===== config.mk =====
export PLATFORM = sky130hd
export DESIGN_NAME = seg_display_ctrl
export DESIGN_NICKNAME = d
export VERILOG_FILES = /design/src/rtl/seg_display_ctrl.sv
export SDC_FILE = /design/constraint.sdc
export NUM_CORES = 1
export LEC_CHECK = 0
export CAP_MARGIN = 20
export CORE_ASPECT_RATIO = 2
export CORE_MARGIN = 10
export CORE_UTILIZATION = 59
export CTS_BUF_LIST = sky130_fd_sc_hd__clkbuf_16
export CTS_CLUSTER_SIZE = 10
export DETAILED_ROUTE_END_ITERATION = 8
export HOLD_SLACK_MARGIN = 0.1
export PLACE_DENSITY = 0.81
export SYNTH_ARGS = -nofsm -noshare
export SYNTH_HDL_FRONTEND = slang
export SYNTH_SLANG_ARGS = --single-unit

===== constraint.sdc =====
create_clock -name clk -period 2.94 [get_ports clk]
set_input_delay 0.588 -clock clk [delete_from_list [all_inputs] [get_ports clk]]
set_output_delay 0.588 -clock clk [all_outputs]
set_load 0.005 [all_outputs]

===== src/rtl/seg_display_ctrl.sv =====
// Calculator 8-digit 7-segment display controller: serial double-dabble binary->BCD
// conversion with a one-deep pending slot, plus a free-running digit scanner.
module seg_display_ctrl #(
  parameter int SCAN_DIV = 20000
) (
  input  logic        clk,
  input  logic        rst,
  input  logic        load,
  input  logic [15:0] value,
  input  logic        neg,
  input  logic        blank_lz,
  output logic        busy,
  output logic        ready,
  output logic [7:0]  led_en,
  output logic [7:0]  led_cx
);

  localparam int CW = (SCAN_DIV > 2) ? $clog2(SCAN_DIV) : 1;

  typedef enum logic [1:0] {IDLE, CONV, LATCH} state_t;

  state_t        state, state_nxt;
  logic [15:0]   bin;
  logic [19:0]   bcd, bcd_adj;
  logic          cap_neg;
  logic [3:0]    iter;
  logic          pend_vld, pend_neg;
  logic [15:0]   pend_val;
  logic [19:0]   disp_bcd;
  logic          disp_neg;
  logic [CW-1:0] scan_cnt;
  logic [2:0]    scan_idx;

  // FSM control strobes
  logic          start, shift_en, latch_en, pend_wr, pend_clr;
  logic [15:0]   st_val;
  logic          st_neg;

  function automatic logic [19:0] dd_adj(input logic [19:0] b);
    logic [19:0] r;
    r = b;
    for (int i = 0; i < 5; i++)
      if (b[4*i +: 4] >= 4'd5) r[4*i +: 4] = b[4*i +: 4] + 4'd3;
    return r;
  endfunction

  function automatic logic [7:0] seg_code(input logic [3:0] d);
    case (d)
      4'd0:    seg_code = 8'h03;
      4'd1:    seg_code = 8'h9F;
      4'd2:    seg_code = 8'h25;
      4'd3:    seg_code = 8'h0D;
      4'd4:    seg_code = 8'h99;
      4'd5:    seg_code = 8'h49;
      4'd6:    seg_code = 8'h41;
      4'd7:    seg_code = 8'h1F;
      4'd8:    seg_code = 8'h01;
      4'd9:    seg_code = 8'h19;
      default: seg_code = 8'hFF;
    endcase
  endfunction

  assign bcd_adj = dd_adj(bcd);
  assign busy    = (state != IDLE);

  always_comb begin
    state_nxt = state;
    start     = 1'b0;
    shift_en  = 1'b0;
    latch_en  = 1'b0;
    pend_wr   = 1'b0;
    pend_clr  = 1'b0;
    st_val    = value;
    st_neg    = neg;
    case (state)
      IDLE: begin
        // A load left in the slot by the LATCH cycle is started here; a fresh load wins.
        if (load) begin
          start    = 1'b1;
          pend_clr = 1'b1;
        end else if (pend_vld) begin
          start    = 1'b1;
          pend_clr = 1'b1;
          st_val   = pend_val;
          st_neg   = pend_neg;
        end
        if (start) state_nxt = CONV;
      end
      CONV: begin
        shift_en = 1'b1;
        pend_wr  = load;
        if (iter == 4'd15) state_nxt = LATCH;
      end
      LATCH: begin
        latch_en = 1'b1;
        if (pend_vld) begin
          // A same-cycle load supersedes the slot, so the newest value is started.
          start     = 1'b1;
          pend_clr  = 1'b1;
          st_val    = load ? value : pend_val;
          st_neg    = load ? neg   : pend_neg;
          state_nxt = CONV;
        end else begin
          pend_wr   = load;
          state_nxt = IDLE;
        end
      end
      default: state_nxt = IDLE;
    endcase
  end

  always_ff @(posedge clk) begin
    if (rst) begin
      state    <= IDLE;
      ready    <= 1'b0;
      bin      <= '0;
      bcd      <= '0;
      cap_neg  <= 1'b0;
      iter     <= '0;
      pend_vld <= 1'b0;
      pend_val <= '0;
      pend_neg <= 1'b0;
      disp_bcd <= '0;
      disp_neg <= 1'b0;
    end else begin
      state <= state_nxt;
      ready <= latch_en;
      if (start) begin
        bin     <= st_val;
        cap_neg <= st_neg;
        bcd     <= '0;
        iter    <= '0;
      end else if (shift_en) begin
        bcd  <= {bcd_adj[18:0], bin[15]};
        bin  <= {bin[14:0], 1'b0};
        iter <= iter + 4'd1;
      end
      if (latch_en) begin
        disp_bcd <= bcd;
        disp_neg <= cap_neg;
      end
      if (pend_clr) begin
        pend_vld <= 1'b0;
      end else if (pend_wr) begin
        pend_vld <= 1'b1;
        pend_val <= value;
        pend_neg <= neg;
      end
    end
  end

  always_ff @(posedge clk) begin
    if (rst) begin
      scan_cnt <= '0;
      scan_idx <= 3'd7;
    end else if (scan_cnt == CW'(SCAN_DIV - 1)) begin
      scan_cnt <= '0;
      scan_idx <= scan_idx - 3'd1;
    end else begin
      scan_cnt <= scan_cnt + CW'(1);
    end
  end

  // lz[k]: digit k and every higher digit are zero; units never qualifies
  logic [4:0] lz;
  logic [3:0] cur_dig;
  logic [7:0] cx_nxt;

  always_comb begin
    lz[4] = (disp_bcd[19:16] == 4'd0);
    lz[3] = lz[4] && (disp_bcd[15:12] == 4'd0);
    lz[2] = lz[3] && (disp_bcd[11:8]  == 4'd0);
    lz[1] = lz[2] && (disp_bcd[7:4]   == 4'd0);
    lz[0] = 1'b0;
  end

  always_comb begin
    cur_dig = 4'd0;
    cx_nxt  = 8'hFF;
    case (scan_idx)
      3'd7:    cx_nxt = disp_neg ? 8'hFD : 8'hFF;
      3'd6,
      3'd5:    cx_nxt = 8'hFF;
      3'd4:    cur_dig = disp_bcd[19:16];
      3'd3:    cur_dig = disp_bcd[15:12];
      3'd2:    cur_dig = disp_bcd[11:8];
      3'd1:    cur_dig = disp_bcd[7:4];
      default: cur_dig = disp_bcd[3:0];
    endcase
    if (scan_idx <= 3'd4)
      cx_nxt = (blank_lz && lz[scan_idx]) ? 8'hFF : seg_code(cur_dig);
  end

  always_ff @(posedge clk) begin
    if (rst) begin
      led_en <= 8'h7F;
      led_cx <= 8'hFF;
    end else begin
      led_en <= ~(8'h01 << scan_idx);
      led_cx <= cx_nxt;
    end
  end

endmodule


---- Yosys cells after proc, flatten, opt, wreduce, memory -nomap -nowiden ----
Memory sizes are Yosys's and may differ from the RTL's.
Index checks and enable logic that the tools add are counted.
Widths: inputs -> output; s select.
storage, ports and cells
  memory bits (read-only) ................. 112
  output and inout bits ................... 18
  bits in registers ....................... 117
  memories ................................ 1
  logic and storage cells ................. 101
memories
  memory           words  bits a word  read ports  clocked after memory_dff  wr ports  line  source
  (no name shown)  16     7            1           0                         0         48    case (d)
cells by class
  reduce and logical (&&, ||, !) cells .... 17
  order comparisons ....................... 7
  mux-type cells .......................... 37
  shift-type cells ........................ 1
  equal/unequal tests ..................... 13
  $add $sub $neg .......................... 8
  bitwise logic cells ..................... 2
operators by type and width
  cell                   count
  $mux 16                6
  $pmux 16 s2            1
  $ge 4x3->1 const B     5
  $pmux 4 s5             1
  $add 4x2->4 const B    4
  $logic_not 4->1        4
  $mux 4                 4
  $mux 8                 2
  $add 15x1->15 const B  1
  $eq 15x15->1 const B   1
  $eq 3x3->1 const B     4
  $mux 1                 12
  $mux 2                 4
  $not 8->8              1
  $pmux 1 s2             4
  $shl 1x3->8 const A    1
  $eq 3x2->1 const B     2
  $pmux 2 s3             1
  $reduce_or 2->1        3
  $add 4x1->4 const B    1
  $eq 4x4->1 const B     1
  $logic_and 1x1->1      4
  $lt 3x4->1 const B     1
  $reduce_and 2->1       2
  14 further kinds       15

---- Logic depth before layout (Yosys ltp) ----
  word-level depth ........................ 9
  depth in mapped cells ................... 11

---- Worst setup path before layout ----
OpenSTA, ideal clock, no wires.
  kind .................................... reg2reg
  from .................................... register scan_idx[1]
  to ...................................... register led_cx[4]
  arrival ................................. 2.424 ns
  library setup time ...................... 0.157 ns
  cell stages (with the launch flop) ...... 11
  path buffers ............................ 1
  setup slack ............................. 0.359 ns
  clock period less this slack ............ 2.581 ns
  cell sequence ........................... dfxtp_1 > inv_1 > ha_1 > buf_6 > a2111oi_4 > mux2i_1 > inv_1 > ha_1 > nor3_1 > o21a_1 > o21ai_0
on the way
  cells in the longest elaborated chain, start to end .. 6
ends and longest elaborated chain
  what                              line  source
  from (decl)                       32    logic [2:0] scan_idx;
  from (signal assigned)            158   scan_idx <= scan_idx - 3'd1;
  $eq 3x3->1                        180   case (scan_idx)
  $reduce_or 3->1 (no source line)  n/a
  $pmux 4 s5                        180
  $mem_v2 16x7                      n/a
  $mux 8                            191   cx_nxt = (blank_lz && lz[scan_idx]) ? 8'hFF : seg_code(cur_dig);
  $mux 8 *                          190   if (scan_idx <= 3'd4)
  to (signal assigned)              200   led_cx <= cx_nxt;
  to (decl)                         15    output logic [7:0] led_cx
Every way passes the cells marked *; elsewhere a longest branch is shown, timed or not. The select of a mux whose other input is x is not followed.
A chain may end at the register's enable or synchronous reset.

---- Worst setup path after layout ----
  from .................................... register scan_idx[0]
  to ...................................... register led_cx[4]
The elaborated chain is that of the path after synthesis.

==> flow_metrics.py <==
metrics = {
    "run_status": {
        "status": "finished, final reports clean",
    },
    "floorplanning": {
        "die_width_um": 87.78,
        "core_box_area_um2": 9012,
        "die_y_um": 155.6,
        "starting_density_of_the_core": 0.6016,
        "placement_rows": 49,
        "fp.dieArea_um2": 13660,
        "boundaryPins": 39,
    },
    "logic_synthesis": {
        "yosys_warnings": 0,
        "biggest_area_contributors_in_the_synthesized_netlist": "sky130_fd_sc_hd__dfxtp_1 43%, sky130_fd_sc_hd__mux2i_1 12%, sky130_fd_sc_hd__ha_1 6.2%, sky130_fd_sc_hd__nor2_1 5.3%, sky130_fd_sc_hd__a211oi_1 4.4%",
        "synthCells": 586,
        "synth-main-ff-cell": "sky130_fd_sc_hd__dfxtp_1",
        "synth_edf_count": 0,
        "synthesis.area_um2": 5421,
        "number_of_nets_in_the_synthesized_netlist": 634,
        "commonest_cells_post_synth": "116 x sky130_fd_sc_hd__dfxtp_1, 77 x sky130_fd_sc_hd__nor2_1, 67 x sky130_fd_sc_hd__mux2i_1, 38 x sky130_fd_sc_hd__nand2_1, 32 x sky130_fd_sc_hd__a211oi_1",
        "yosys.cell_count.top_type": "sky130_fd_sc_hd__dfxtp_1",
        "postSynthAreaPerCell_um2": 9.252,
        "postSynthRegisterBits": 116,
        "ys_types": 56,
        "synth_top_area_cell": "sky130_fd_sc_hd__dfxtp_1",
        "ys_async_sr_fraction": 0,
        "synth-seq-area-share": 0.4283,
        "synth_top_cell_area_share": 0.4283,
    },
    "sta": {
        "final.hold.worst_slack_ps": 459.6,
        "max-slew-margin-rel": 0.3939,
        "fin_crit_sh": 0.9134,
        "fin_skew_ps": 6.138,
        "timing.final.ws_setup_ps": 254.5,
        "timing_max_transition_violations_final": 0,
        "timing_worst_slew_pin_value_ps": 909.1,
        "grt_setup_unrepaired": "no",
        "finalHoldViolations": 0,
        "achievable-frequency_mhz": 372.4,
        "timing.final.crit_period_ps": 2685,
        "setup_tns_ps": 0,
        "setup-violations-final": 0,
    },
    "power": {
        "power.internal_mw": 2.942,
        "vdd.ir_drop.worst_mv": 0.5784,
        "p_comb_frac": 0.080,
        "net_sw_frac": 0.2257,
        "p_seq_frac": 0.433,
        "power.density_cell_area_nw_per_um2": 596.1,
        "total_leakage_power_nw": 2.343,
        "part_of_the_total_power_dissipated_in_the_clock_network": 0.487,
        "switchingPower_uw": 857.7,
    },
    "cts": {
        "clockBufferDepth": 2,
        "clock_latency_late_sink_ps": 410,
        "cts.clk_slew.worst_paths_ps": 50,
        "numClockSinks": 116,
        "cts_buffers": 17,
        "cts_hold_buf": 0,
        "tritoncts_clock_tree": "yes",
        "cts.htree.levels": 4,
        "clock_tree.root_cell": "sky130_fd_sc_hd__clkbuf_16",
    },
    "place": {
        "placed_cell_area_um2": 5829,
        "dp_worst_setup_slack_ps": 202.7,
        "place_congestion": 0.8998,
        "portBuffers": 37,
        "hpwl_after_dpl_um": 8303,
    },
    "worst_hold_path": {
        "hp-class": "flip-flop to flip-flop",
    },
    "routing": {
        "drt_wl_total_um": 11830,
        "dr_total_vias": 4319,
        "drt_pre_antenna_iters": 5,
        "initialDrtViolationCount": 203,
        "drtAntennaViolNets": 0,
        "routed_wire_length_per_instance_um": 16.16,
        "avgViaCountPerCell": 5.900,
        "drcViolationCount": 0,
    },
    "final_layout": {
        "flip_flop_and_latch_area_um2": 2323,
        "multiInputGateArea_um2": 2883,
        "layout.cell_area.non_filler_um2": 6375,
        "n_antenna_cell": 0,
        "layout.filler_cells": 664,
        "post_layout_util": 0.7073,
        "layout-drive-gt1-share": 0.07143,
        "final_nets": 667,
        "area_growth_syn_to_layout_pct": 17.59,
    },
    "worst_setup_path": {
        "crit_family": "compound AO/OA/AOI/OAI gates",
        "critPathCapture": "led_cx[4]$_SDFF_PP1_",
        "rr_endpoint": "led_cx[4]$_SDFF_PP1_",
        "timing.critical_path.slowest_cell_delay_ps": 510,
        "end_kind": "flip-flop",
        "critical_path_buf_inv_count": 2,
        "critical_path_depth": 9,
        "reg2reg_slack_ps": 250,
        "required_time_worst_endpoint_ps": 3180,
        "critPathArrivalTime_ps": 2930,
        "reg2reg_depth": 9,
        "crit-reg2reg-launch": "scan_idx[0]$_SDFFE_PP1P_",
        "critPathSlowestCell": "sky130_fd_sc_hd__a2111oi_4",
        "timing_worst_setup_path_type": "flip-flop to flip-flop",
        "critical_path.max_fanout": 7,
        "cp_cell_sequence": "inv_1, ha_1, a2111oi_4, mux2i_1, inv_1, ha_1, nor3_1, o21a_1, o21ai_0",
        "crit_start": "scan_idx[0]$_SDFFE_PP1P_",
        "start_kind": "flip-flop",
    },
    "global_routing": {
        "wire_length_of_the_first_global_routing_pass_um": 19960,
        "grtUsageTotal": 0.1792,
        "grt_overflow": 0,
        "via_count_of_the_first_global_routing_pass": 4303,
        "grt_antenna_before_repair": 0,
        "grt_start_max_net_pins": 39,
    },
    "job": {
        "max_cap_viol_count": 0,
    },
}
registers in the layout, indices dropped and copies added, names as in the netlist:
signal and count:
bcd 20, disp_bcd 20, bin 16, pend_val 16, scan_cnt 15, led_en 8, led_cx 7, iter 4
scan_idx 3, state 2, cap_neg 1, disp_neg 1, pend_neg 1, pend_vld 1, ready 1
per-stage QoR:
stage / instances / total power, mW
2_1_floorplan: 586 / 1.886
3_3_place_gp: 700 / 1.961
3_5_place_dp: 700 / 1.977
4_1_cts: 730 / 3.825
5_1_grt: 732 / 3.939
6_report: 732 / 3.800
worst min path at each step:
stage / startpoint / end / cells after the start
after global placement: scan_cnt[0]$_SDFF_PP0_ / scan_cnt[0]$_SDFF_PP0_ / 1
final: scan_cnt[0]$_SDFF_PP0_ / scan_cnt[0]$_SDFF_PP0_ / 1
after global routing: scan_cnt[0]$_SDFF_PP0_ / scan_cnt[0]$_SDFF_PP0_ / 1
after floorplan: scan_cnt[0]$_SDFF_PP0_ / scan_cnt[0]$_SDFF_PP0_ / 1
after detailed placement: scan_cnt[0]$_SDFF_PP0_ / scan_cnt[0]$_SDFF_PP0_ / 1
after CTS: scan_cnt[0]$_SDFF_PP0_ / scan_cnt[0]$_SDFF_PP0_ / 1
timing repair:
action | CTS | global route
setup endpoints to repair | 0 | 2
gates resized for setup | 0 | 1
buffers inserted | 0 | 2
logic make-up after synthesis:
family | share of synthesized area
adders and majority gates | 0.06231
xor gates and xnor gates | 0.04362
AOI/OAI and AO/OA | 0.1316
other | 0.0006917
buffers and inverters | 0.04131
DFF | 0.4283
muxes | 0.1237
and+or+nand+nor | 0.1685
placed cells by master (no fill, tap or decap), drive strengths merged, types with 3 or more instances in the layout:
cell / instances
mux2i: 67
o21a: 3
a21o: 6
xnor2: 18
xor2: 9
nand4: 3
o211ai: 5
nor2b: 17
dfxtp: 116
buf: 10
a222oi: 3
clkdlybuf4s50: 36
and3: 7
nand2b: 8
clkinv: 8
a211oi: 32
ha: 27
inv: 24
a21oi: 27
nand2: 38
o21ai: 17
nor4: 3
nand3: 18
clkbuf: 17
nor3: 7
nor2: 79
power groups by stage:
stage	sequential, mW	clock (mW)	combinational (mW)
6_report	1.65	1.85	0.305
2_1_floorplan	1.67	0	0.220
5_1_grt	1.65	1.95	0.337
3_5_place_dp	1.68	0	0.301
4_1_cts	1.65	1.88	0.305
3_3_place_gp	1.67	0	0.288
worst register-to-register path, cell delays in order, from the launching register on:
cell and delay [ps]:
sky130_fd_sc_hd__dfxtp_1 380, sky130_fd_sc_hd__inv_1 130, sky130_fd_sc_hd__ha_1 340, sky130_fd_sc_hd__a2111oi_4 510, sky130_fd_sc_hd__mux2i_1 320, sky130_fd_sc_hd__inv_1 110, sky130_fd_sc_hd__ha_1 210, sky130_fd_sc_hd__nor3_1 290
sky130_fd_sc_hd__o21a_1 170, sky130_fd_sc_hd__o21ai_0 70
per-layer routing:
metal / routed length, um / vias to the layer above / global-route usage
met2: 6553 / 102 / 0.3179
met5: 0 / - / 0
met3: 475 / 38 / 0.05335
met4: 458 / 0 / 0.1000
met1: 4344 / 2074 / 0.1764
li1: - / 2105 / -
layout make-up:
type	instances	area share
repair buffers	46	0.06791
multi-input cells	417	0.4522
flip-flops and latches	116	0.3645
clock inverters	13	0.01629
inverters	21	0.01237
clock buffers	17	0.06673
well taps	102	0.02002
No activity file was read; power rests on OpenSTA's default activity.
